## src/rtl/hazard_controller.sv

```systemverilog
// hazard_controller: scoreboard interlock and flush sequencer for a 5-stage
// pipeline without forwarding. Tracks pending register-file writes, stalls
// decode on unreadable operands and squashes fetch/decode after redirects.
//
// state | meaning
// ------+------------------------------------------------------------
// RUN   | normal operation, flush_FD follows ex_redirect only
// FLUSH | post-redirect squash window, fcnt counts remaining cycles

module hazard_controller #(
    parameter int ALU_LAT      = 3,
    parameter int LOAD_LAT     = 4,
    parameter int FLUSH_CYCLES = 2,
    parameter int CNT_W        = 3
) (
    input  logic        clock,
    input  logic        reset,
    input  logic        id_valid,
    input  logic        id_useRs,
    input  logic        id_useRt,
    input  logic [4:0]  id_rs,
    input  logic [4:0]  id_rt,
    input  logic        id_regWrite,
    input  logic [4:0]  id_dest,
    input  logic        id_isLoad,
    input  logic        ex_redirect,
    output logic        stall_FD,
    output logic        bubble_DE,
    output logic        flush_FD,
    output logic        issue,
    output logic [15:0] stallCount
);

    typedef enum logic {RUN, FLUSH} state_t;

    // A counter holds the number of cycles after the issue cycle during which
    // the register is still unreadable, so a consumer issues exactly LAT cycles
    // after its producer.
    localparam logic [CNT_W-1:0] ALU_SET   = CNT_W'(ALU_LAT - 1);
    localparam logic [CNT_W-1:0] LOAD_SET  = CNT_W'(LOAD_LAT - 1);
    localparam logic [2:0]       FLUSH_SET = 3'(FLUSH_CYCLES - 1);

    state_t           state;
    logic [2:0]       fcnt;
    logic [CNT_W-1:0] pend [32];

    logic haz_rs;
    logic haz_rt;
    logic hazard;
    logic flush_int;
    logic stall_int;
    logic issue_int;

    // Hazard detection and output decode; everything forced low during reset.
    always_comb begin
        haz_rs    = id_useRs && (id_rs != 5'd0) && (pend[id_rs] != '0);
        haz_rt    = id_useRt && (id_rt != 5'd0) && (pend[id_rt] != '0);
        hazard    = !reset && id_valid && (haz_rs || haz_rt);
        flush_int = !reset && ((state == FLUSH) || ex_redirect);
        stall_int = hazard && !flush_int;
        issue_int = !reset && id_valid && !stall_int && !flush_int;
    end

    assign flush_FD  = flush_int;
    assign stall_FD  = stall_int;
    assign bubble_DE = stall_int || flush_int;
    assign issue     = issue_int;

    // Scoreboard: countdown per register, reloaded by an issuing writer.
    always_ff @(posedge clock) begin
        if (reset) begin
            for (int r = 0; r < 32; r++) pend[r] <= '0;
        end else begin
            pend[0] <= '0;
            for (int r = 1; r < 32; r++) begin
                if (issue_int && id_regWrite && (id_dest == 5'(r)))
                    pend[r] <= id_isLoad ? LOAD_SET : ALU_SET;
                else if (pend[r] != '0)
                    pend[r] <= pend[r] - 1'b1;
            end
        end
    end

    // Flush sequencer: a redirect (re)starts the squash window.
    always_ff @(posedge clock) begin
        if (reset) begin
            state <= RUN;
            fcnt  <= 3'd0;
        end else begin
            case (state)
                RUN: begin
                    if (ex_redirect && (FLUSH_CYCLES > 1)) begin
                        state <= FLUSH;
                        fcnt  <= FLUSH_SET;
                    end
                end
                FLUSH: begin
                    if (ex_redirect) begin
                        fcnt <= FLUSH_SET;
                    end else if (fcnt == 3'd1) begin
                        state <= RUN;
                        fcnt  <= 3'd0;
                    end else begin
                        fcnt <= fcnt - 3'd1;
                    end
                end
                default: begin
                    state <= RUN;
                    fcnt  <= 3'd0;
                end
            endcase
        end
    end

    // Saturating stall-cycle counter.
    always_ff @(posedge clock) begin
        if (reset)
            stallCount <= 16'd0;
        else if (stall_int && (stallCount != 16'hFFFF))
            stallCount <= stallCount + 16'd1;
    end

endmodule

```

## config.mk

```make
export PLATFORM = sky130hd
export DESIGN_NAME = hazard_controller
export DESIGN_NICKNAME = d
export VERILOG_FILES = /design/src/rtl/hazard_controller.sv
export SDC_FILE = /design/constraint.sdc
export NUM_CORES = 1
export LEC_CHECK = 0
export BUFFER_PORTS_ARGS = -buffer_cell sky130_fd_sc_hd__buf_2
export CAP_MARGIN = 15
export CORE_ASPECT_RATIO = 0.8
export CORE_MARGIN = 3
export CORE_UTILIZATION = 35
export CTS_BUF_LIST = sky130_fd_sc_hd__clkbuf_8 sky130_fd_sc_hd__clkbuf_16
export CTS_CLUSTER_SIZE = 40
export DETAILED_ROUTE_END_ITERATION = 12
export PLACE_DENSITY = 0.62
export SLEW_MARGIN = 20
export SYNTH_ARGS = -nofsm -noshare
export SYNTH_HDL_FRONTEND = slang
export SYNTH_SLANG_ARGS = --single-unit
export TNS_END_PERCENT = 5
```

## constraint.sdc

```tcl
create_clock -name clock -period 8.3 [get_ports clock]
set_input_delay 0.83 -clock clock [delete_from_list [all_inputs] [get_ports clock]]
set_output_delay 0.83 -clock clock [all_outputs]
set_load 0.05 [all_outputs]
```

==> results of run 1 <==
per-stage QoR:
step                      area (sq um)  power (W)
after CTS                         9090   0.003030
after global placement            8526   0.002294
after global routing              9097   0.003253
after floorplan                   8050   0.002007
final                             9097   0.003027
after detailed placement          8526   0.002323
where the power goes:
| group | switching, W | internal [W] |
|---|---|---|
| registers | 0.000183 | 0.000923 |
| logic | 0.000684 | 0.000542 |
| clock network | 0.000267 | 0.000428 |
| total | 0.00113 | 0.00189 |
flip-flops by register name, summed over array words and instances (netlist names):
name / count
fcnt: 3
stallCount: 16
pend: 93
state: 1
worst max path at each step:
| stage | from | end | cells after the start |
|---|---|---|---|
| floorplan | id_rs[0] | stall_FD | 8 |
| global placement | id_rs[0] | stall_FD | 8 |
| detailed placement | id_rs[0] | stall_FD | 8 |
| CTS | pend[15][2] | stall_FD | 7 |
| global route | pend[9][0] | stall_FD | 7 |
| finish | id_rs[0] | stall_FD | 8 |
cell type report:
type                       count  area [sq um]
fill                        2204         13000
multi-input combinational    605          4410
sequential                   113          3193
clock buffer                  21         503.0
tap                          300         375.4
inverter                      79         296.5
timing repair buffer          47         250.2
clock inverter                11         61.31
antenna                        3         7.507
worst max-delay path, stage by stage:
cell      delay [ns]
buf_2           0.14
inv_2           0.18
mux4_2          0.55
a32o_1          0.27
o2111a_1        0.27
o32a_4          0.64
nor2_1          0.16
buf_2           0.28
synthesized netlist by cell type, types with 3 or more instances:
cell type and count:
and3_1 25, o21ai_0 10, dfxtp_1 20, o211ai_1 10, or4_1 7, nor4b_1 4, ha_1 65, buf_2 6
or3_1 18, o21a_1 4, nor3_1 75, nand4_1 8, clkbuf_1 26, nand3b_1 4, nand3_1 34, o311ai_0 4
mux4_2 6, a211oi_1 7, xor2_1 7, nor2b_1 32, edfxtp_1 93, or3b_1 3, a21oi_1 30, nand2_1 20
a21boi_0 4, o31ai_1 20, inv_1 77, mux2_2 40, nor4_1 11, nor3b_1 3, nor2_1 68, a31oi_1 4
a2111oi_0 3, o41ai_1 3, buf_1 3, mux2i_1 23, or2_2 4, nand2b_1 16
logic make-up (layout without fill, tap and decap cells):
family / Yosys count / in the layout / share of synthesized area
buffers and inverters: 115 / 158 / 0.05549
AO/OA/AOI/OAI: 124 / 124 / 0.1110
flip-flops: 113 / 113 / 0.3966
XOR/XNOR: 9 / 9 / 0.009792
other: 0 / 3 / 0
multiplexers: 69 / 69 / 0.1013
adder cells (fa/ha/maj): 65 / 65 / 0.1010
AND/OR/NAND/NOR: 338 / 338 / 0.2247
per-layer routing:
metal | global-route usage | up-vias | share of wire
met3 | 0.03531 | 35 | 0.063
met5 | 0 | - | 0
met2 | 0.2631 | 222 | 0.45
met1 | 0.2297 | 3138 | 0.46
li1 | - | 3159 | -
met4 | 0.05789 | 0 | 0.025
==> results.ini, run 1 <==
[timing]
clock_skew_ns = 0.01103
fin_tns_setup_ns = 0
relSlewSlack = 0.3998
tightest_slew_ns = 0.8970
rsz0062_at_grt = no
finalCriticalPeriod_ns = 4.173
finalSetupViolCount = 0
max_freq_mhz = 239.6
final-hold-violation-count = 0
hold_ws_ns = 0.4862
worst_slack_ns = 4.127
post-route-period-util = 0.5028
drv_slew = 0

[hold_path]
min_path_cells = 1
min_to = stallCount[15]
min_from = stallCount[15]
hold_path_class = reg -> reg

[cells_and_area]
final_core_util = 0.4116
final_cell_mix = 93 x edfxtp_1, 81 x inv_1, 75 x nor3_1, 68 x nor2_1, 65 x ha_1
syn_to_final_growth_pct = 13.01
final_common_cell = edfxtp_1
drive_gt1_frac = 0.1507
stdcell_count = 1179
finalNetCount = 951

[power_and_ir_drop]
power.density_nw_per_um2 = 332.7
p_leak_nw = 3.655
ir_drop_mv = 0.1584

[clocking]
cts_resized = 0
clockBufferDepth = 2
cts_tree = done
cts_buffers = 17
clkLatencyLatePin_ns = 0.42
postCtsSetupBuffers = 0
cts.reportedPaths.clkPinSlew_ns = 0.05
cts_max_level = 4
cts_root_buf = clkbuf_16
cts.sinks = 113
cts_hold_buf = 0

[yosys]
syn_nets = 921
yosys_warnings = 0
synth_seq_cells = 113
synth_top_area_share = 0.3469
syn_avg_cell_area_sq_um = 9.664
synthTopCellsByArea = edfxtp_1 35%, ha_1 10%, mux2_2 5.6%, dfxtp_1 5.0%, nor3_1 4.7%
synth_cell_type_count = 66
syn_area_sq_um = 8050
netlist_instances = 833
yosys.area.top_type = edfxtp_1
yosysSeqAreaShare = 0.3966
synthFlopType = edfxtp_1
synth_edf_count = 93
async_reset_ff_frac = 0

[critical_path]
arrival_ns = 3.34
reg2reg_slack_ns = 4.53
path_class = in -> out
cp-start-kind = input port
cp_max_fo = 61
worstPathRequired_ns = 7.47
r2r_start = pend[15][2]
crit_path_end_kind = output port
r2r_cells = 7
r2r_end = pend[19][2]

[die]
start_util = 0.3642
die_w_um = 175.6
core_area_sq_um = 22100
rows = 48
ioPinCount = 43
dieHeight_um = 141.7
dieArea_sq_um = 24870

[global_routing]
grt_overflow = 0
grt_max_degree = 64
grt_pass1_wl_um = 32930
antenna_found_initial = 3
grt_use_total = 0.1674
grt_pass1_vias = 6256

[drt]
drc = 0
antenna_left = 0
vias_per_cell = 5.559
drt_first_iter_violations = 574
wl_per_cell_um = 17.46
drt-pass1-iter-count = 5
vias = 6554
totalWireLength_um = 20580

[placed_design]
dp_cells = 1144
routabilityCongestion = 0.9000
place_ws_ns = 4.147
dp_hpwl_um = 14970
port_buffers = 42

[outcome]
status = completed

[flow_run]
max-cap-violations = 0

Power figures use the tool's default switching activity.
==> run 2, diff against run 1 <==
--- a/config.mk
+++ b/config.mk
@@ -5,6 +5,7 @@
 export SDC_FILE = /design/constraint.sdc
 export NUM_CORES = 1
 export LEC_CHECK = 0
+export ABC_AREA = 1
 export BUFFER_PORTS_ARGS = -buffer_cell sky130_fd_sc_hd__buf_2
 export CAP_MARGIN = 15
 export CORE_ASPECT_RATIO = 0.8
@@ -13,7 +14,7 @@
 export CTS_BUF_LIST = sky130_fd_sc_hd__clkbuf_8 sky130_fd_sc_hd__clkbuf_16
 export CTS_CLUSTER_SIZE = 40
 export DETAILED_ROUTE_END_ITERATION = 12
-export PLACE_DENSITY = 0.62
+export PLACE_DENSITY = 0.61
 export SLEW_MARGIN = 20
 export SYNTH_ARGS = -nofsm -noshare
 export SYNTH_HDL_FRONTEND = slang
==> constraint.sdc (replaced) <==
create_clock -name clock -period 4.3 [get_ports clock]
set_input_delay 0.43 -clock clock [delete_from_list [all_inputs] [get_ports clock]]
set_output_delay 0.43 -clock clock [all_outputs]
set_load 0.05 [all_outputs]
==> results.ini, run 2 <==
[power_and_ir_drop]
p_leak_nw = 4.612
ir_drop_mv = 0.2210
total_power_w = 0.005129
power.density_nw_per_um2 = 532.4

[cells_and_area]
top_register = pend
drive_gt1_frac = 0.07047
largest_reg_flops = 93
top_regs = pend (93), stallCount (16), fcnt (3)
final_common_cell = nand2_1
syn_to_final_growth_pct = 12.62
final_cell_mix = 335 x nand2_1, 189 x inv_1, 153 x nor2_1, 135 x nand3_1, 93 x edfxtp_1
final_cell_area_sq_um = 9633
finalNetCount = 1338

[yosys]
synth_edf_count = 93
syn_nets = 1307
yosysMostFrequentCell = nand2_1
async_reset_ff_frac = 0
synth_cell_type_count = 28
synthTopCellsByArea = edfxtp_1 33%, nand2_1 15%, ha_1 9.5%, inv_1 8.3%, nand3_1 7.9%
yosys.area.top_type = edfxtp_1
synthFlopType = edfxtp_1
netlist_instances = 1219
yosysSeqAreaShare = 0.3733
yosys_warnings = 0
synth_top_area_share = 0.3265
synth_seq_cells = 113
syn_avg_cell_area_sq_um = 7.017
synth.top_cells.by_count = 335 x nand2_1, 190 x inv_1, 153 x nor2_1
syn_area_sq_um = 8553

[die]
dieArea_sq_um = 26360
rows = 50
start_util = 0.3607
core_area_sq_um = 23710
ioPinCount = 43
dieHeight_um = 145.8
die_w_um = 180.8

[clocking]
cts_max_level = 4
postCtsSetupBuffers = 0
clockBufferDepth = 2
clkLatencyLatePin_ns = 0.43
cts_tree = done
cts.sinks = 113
cts_hold_buf = 0
cts_buffers = 17
cts_resized = 0
cts_root_buf = clkbuf_16
cts.reportedPaths.clkPinSlew_ns = 0.06

[drt]
antenna_left = 0
vias = 7747
wl_met1_um = 11280
dr.max_layer_used = met4
totalWireLength_um = 22970
drt-pass1-iter-count = 7
drc = 0
wl_per_cell_um = 14.57
met3_length_um = 1647
vias_per_cell = 4.916
dr_wl_met2_um = 9610
drt_first_iter_violations = 679

[timing]
final-hold-violation-count = 0
relSlewSlack = 0.5237
finalCriticalPeriod_ns = 3.187
tightest_slew_ns = 0.7145
fin_tns_setup_ns = 0
finalSetupViolCount = 0
post-route-period-util = 0.7412
max_freq_mhz = 313.8
drv_slew = 0
clock_skew_ns = 0.01448
rsz0062_at_grt = no

[critical_path]
crit_chain = buf_2, inv_1, a21oi_1, o21ai_1, nand3_1, nand2_1, nand2_1, nand2_1, nand2_1, nand3_1, nand2_1, nand2_1, nor2_1, buf_2
path_common_cell = nand2_1
path_class = in -> out
crit_path_top_delay_cell = buf_2
worstPathRequired_ns = 3.87
cp_max_fo = 20
cp.buffers_inverters = 3
cpLargestDelayFamily = buffers and inverters
arrival_ns = 2.76
cp-start-kind = input port
crit_path_end_kind = output port
critPathMaxStageDelay_ns = 0.39

[global_routing]
grt_pass1_vias = 7383
antenna_found_initial = 1
grt_overflow = 0
grt_pass1_wl_um = 37590
grt_max_degree = 62
grt_use_total = 0.1748

[placed_design]
routabilityCongestion = 0.8669
placedInstanceArea_sq_um = 9031
dp_hpwl_um = 16700
port_buffers = 42

[flow_run]
max-cap-violations = 0

[outcome]
status = completed

[hold_path]
hold_path_class = in -> reg

## run 2: changes by cell type in the layout (fill, tap and decap cells not counted), sizes merged, moves of 40 or more
cell   previous run  this run
inv              85       200
mux2             40         0
nand2            20       335
nand3            34       135
nor2             68       154
nor3             75        17
o21ai            10        50
## run 2: final timing paths
| check | slack, ns | cells past startpoint | to | startpoint |
|---|---|---|---|---|
| max reg2reg | 1.53 | 12 | pend[16][0] | pend[3][2] |
| min | 0.28 | 3 | state | ex_redirect |
| min reg2reg | 0.47 | 2 | fcnt[1] | fcnt[1] |
| max | 1.11 | 14 | stall_FD | id_rt[1] |
## run 2: cell families after synthesis
group                    Yosys count  synth area share
AND/OR/NAND/NOR                  654            0.3147
AO/OA/AOI/OAI                    113           0.06744
buffers and inverters            232            0.1065
XOR/XNOR                          42           0.04301
flip-flops                       113            0.3733
adder cells (fa/ha/maj)           65           0.09508
## run 2: final cells by class
type	instances	area, sq um
Fill cell	2431	14080
Multi-Input combinational cell	874	4449
Sequential cell	113	3193
Inverter	194	728.2
Clock buffer	21	514.2
Tap cell	312	390.4
Timing Repair Buffer	50	270.3
Clock inverter	11	85.08
Antenna cell	1	2.502
## run 2: worst min-delay path: cells and delay by family
kind            cells  cell delay, ns
compound gates      1            0.05
buf+inv             2            0.17
## run 2: layer usage
| metal | up-vias | global-route usage |
|---|---|---|
| li1 | 3944 | - |
| met1 | 3503 | 0.2525 |
| met2 | 264 | 0.2631 |
| met3 | 36 | 0.03848 |
| met4 | 0 | 0.04910 |
| met5 | - | 0 |
## run 2: through the flow
step                      hold WS [ns]    util  setup slack (ns)  cells
after global routing            0.2850  0.4063            0.9157   1576
after CTS                       0.2629  0.4062             1.239   1575
after floorplan                 0.4435       -             1.694   1219
after global placement          0.4565  0.3809             1.055   1543
final                           0.2750  0.4063             1.113   1576
after detailed placement        0.4648  0.3809             1.025   1543
## run 2: power by group
part / switching [W] / internal [W] / total [W]
Clock: 0.000561 / 0.000864 / 0.00143
Sequential: 0.000215 / 0.00164 / 0.00186
Combinational: 0.00116 / 0.000682 / 0.00185
Total: 0.00194 / 0.00319 / 0.00513
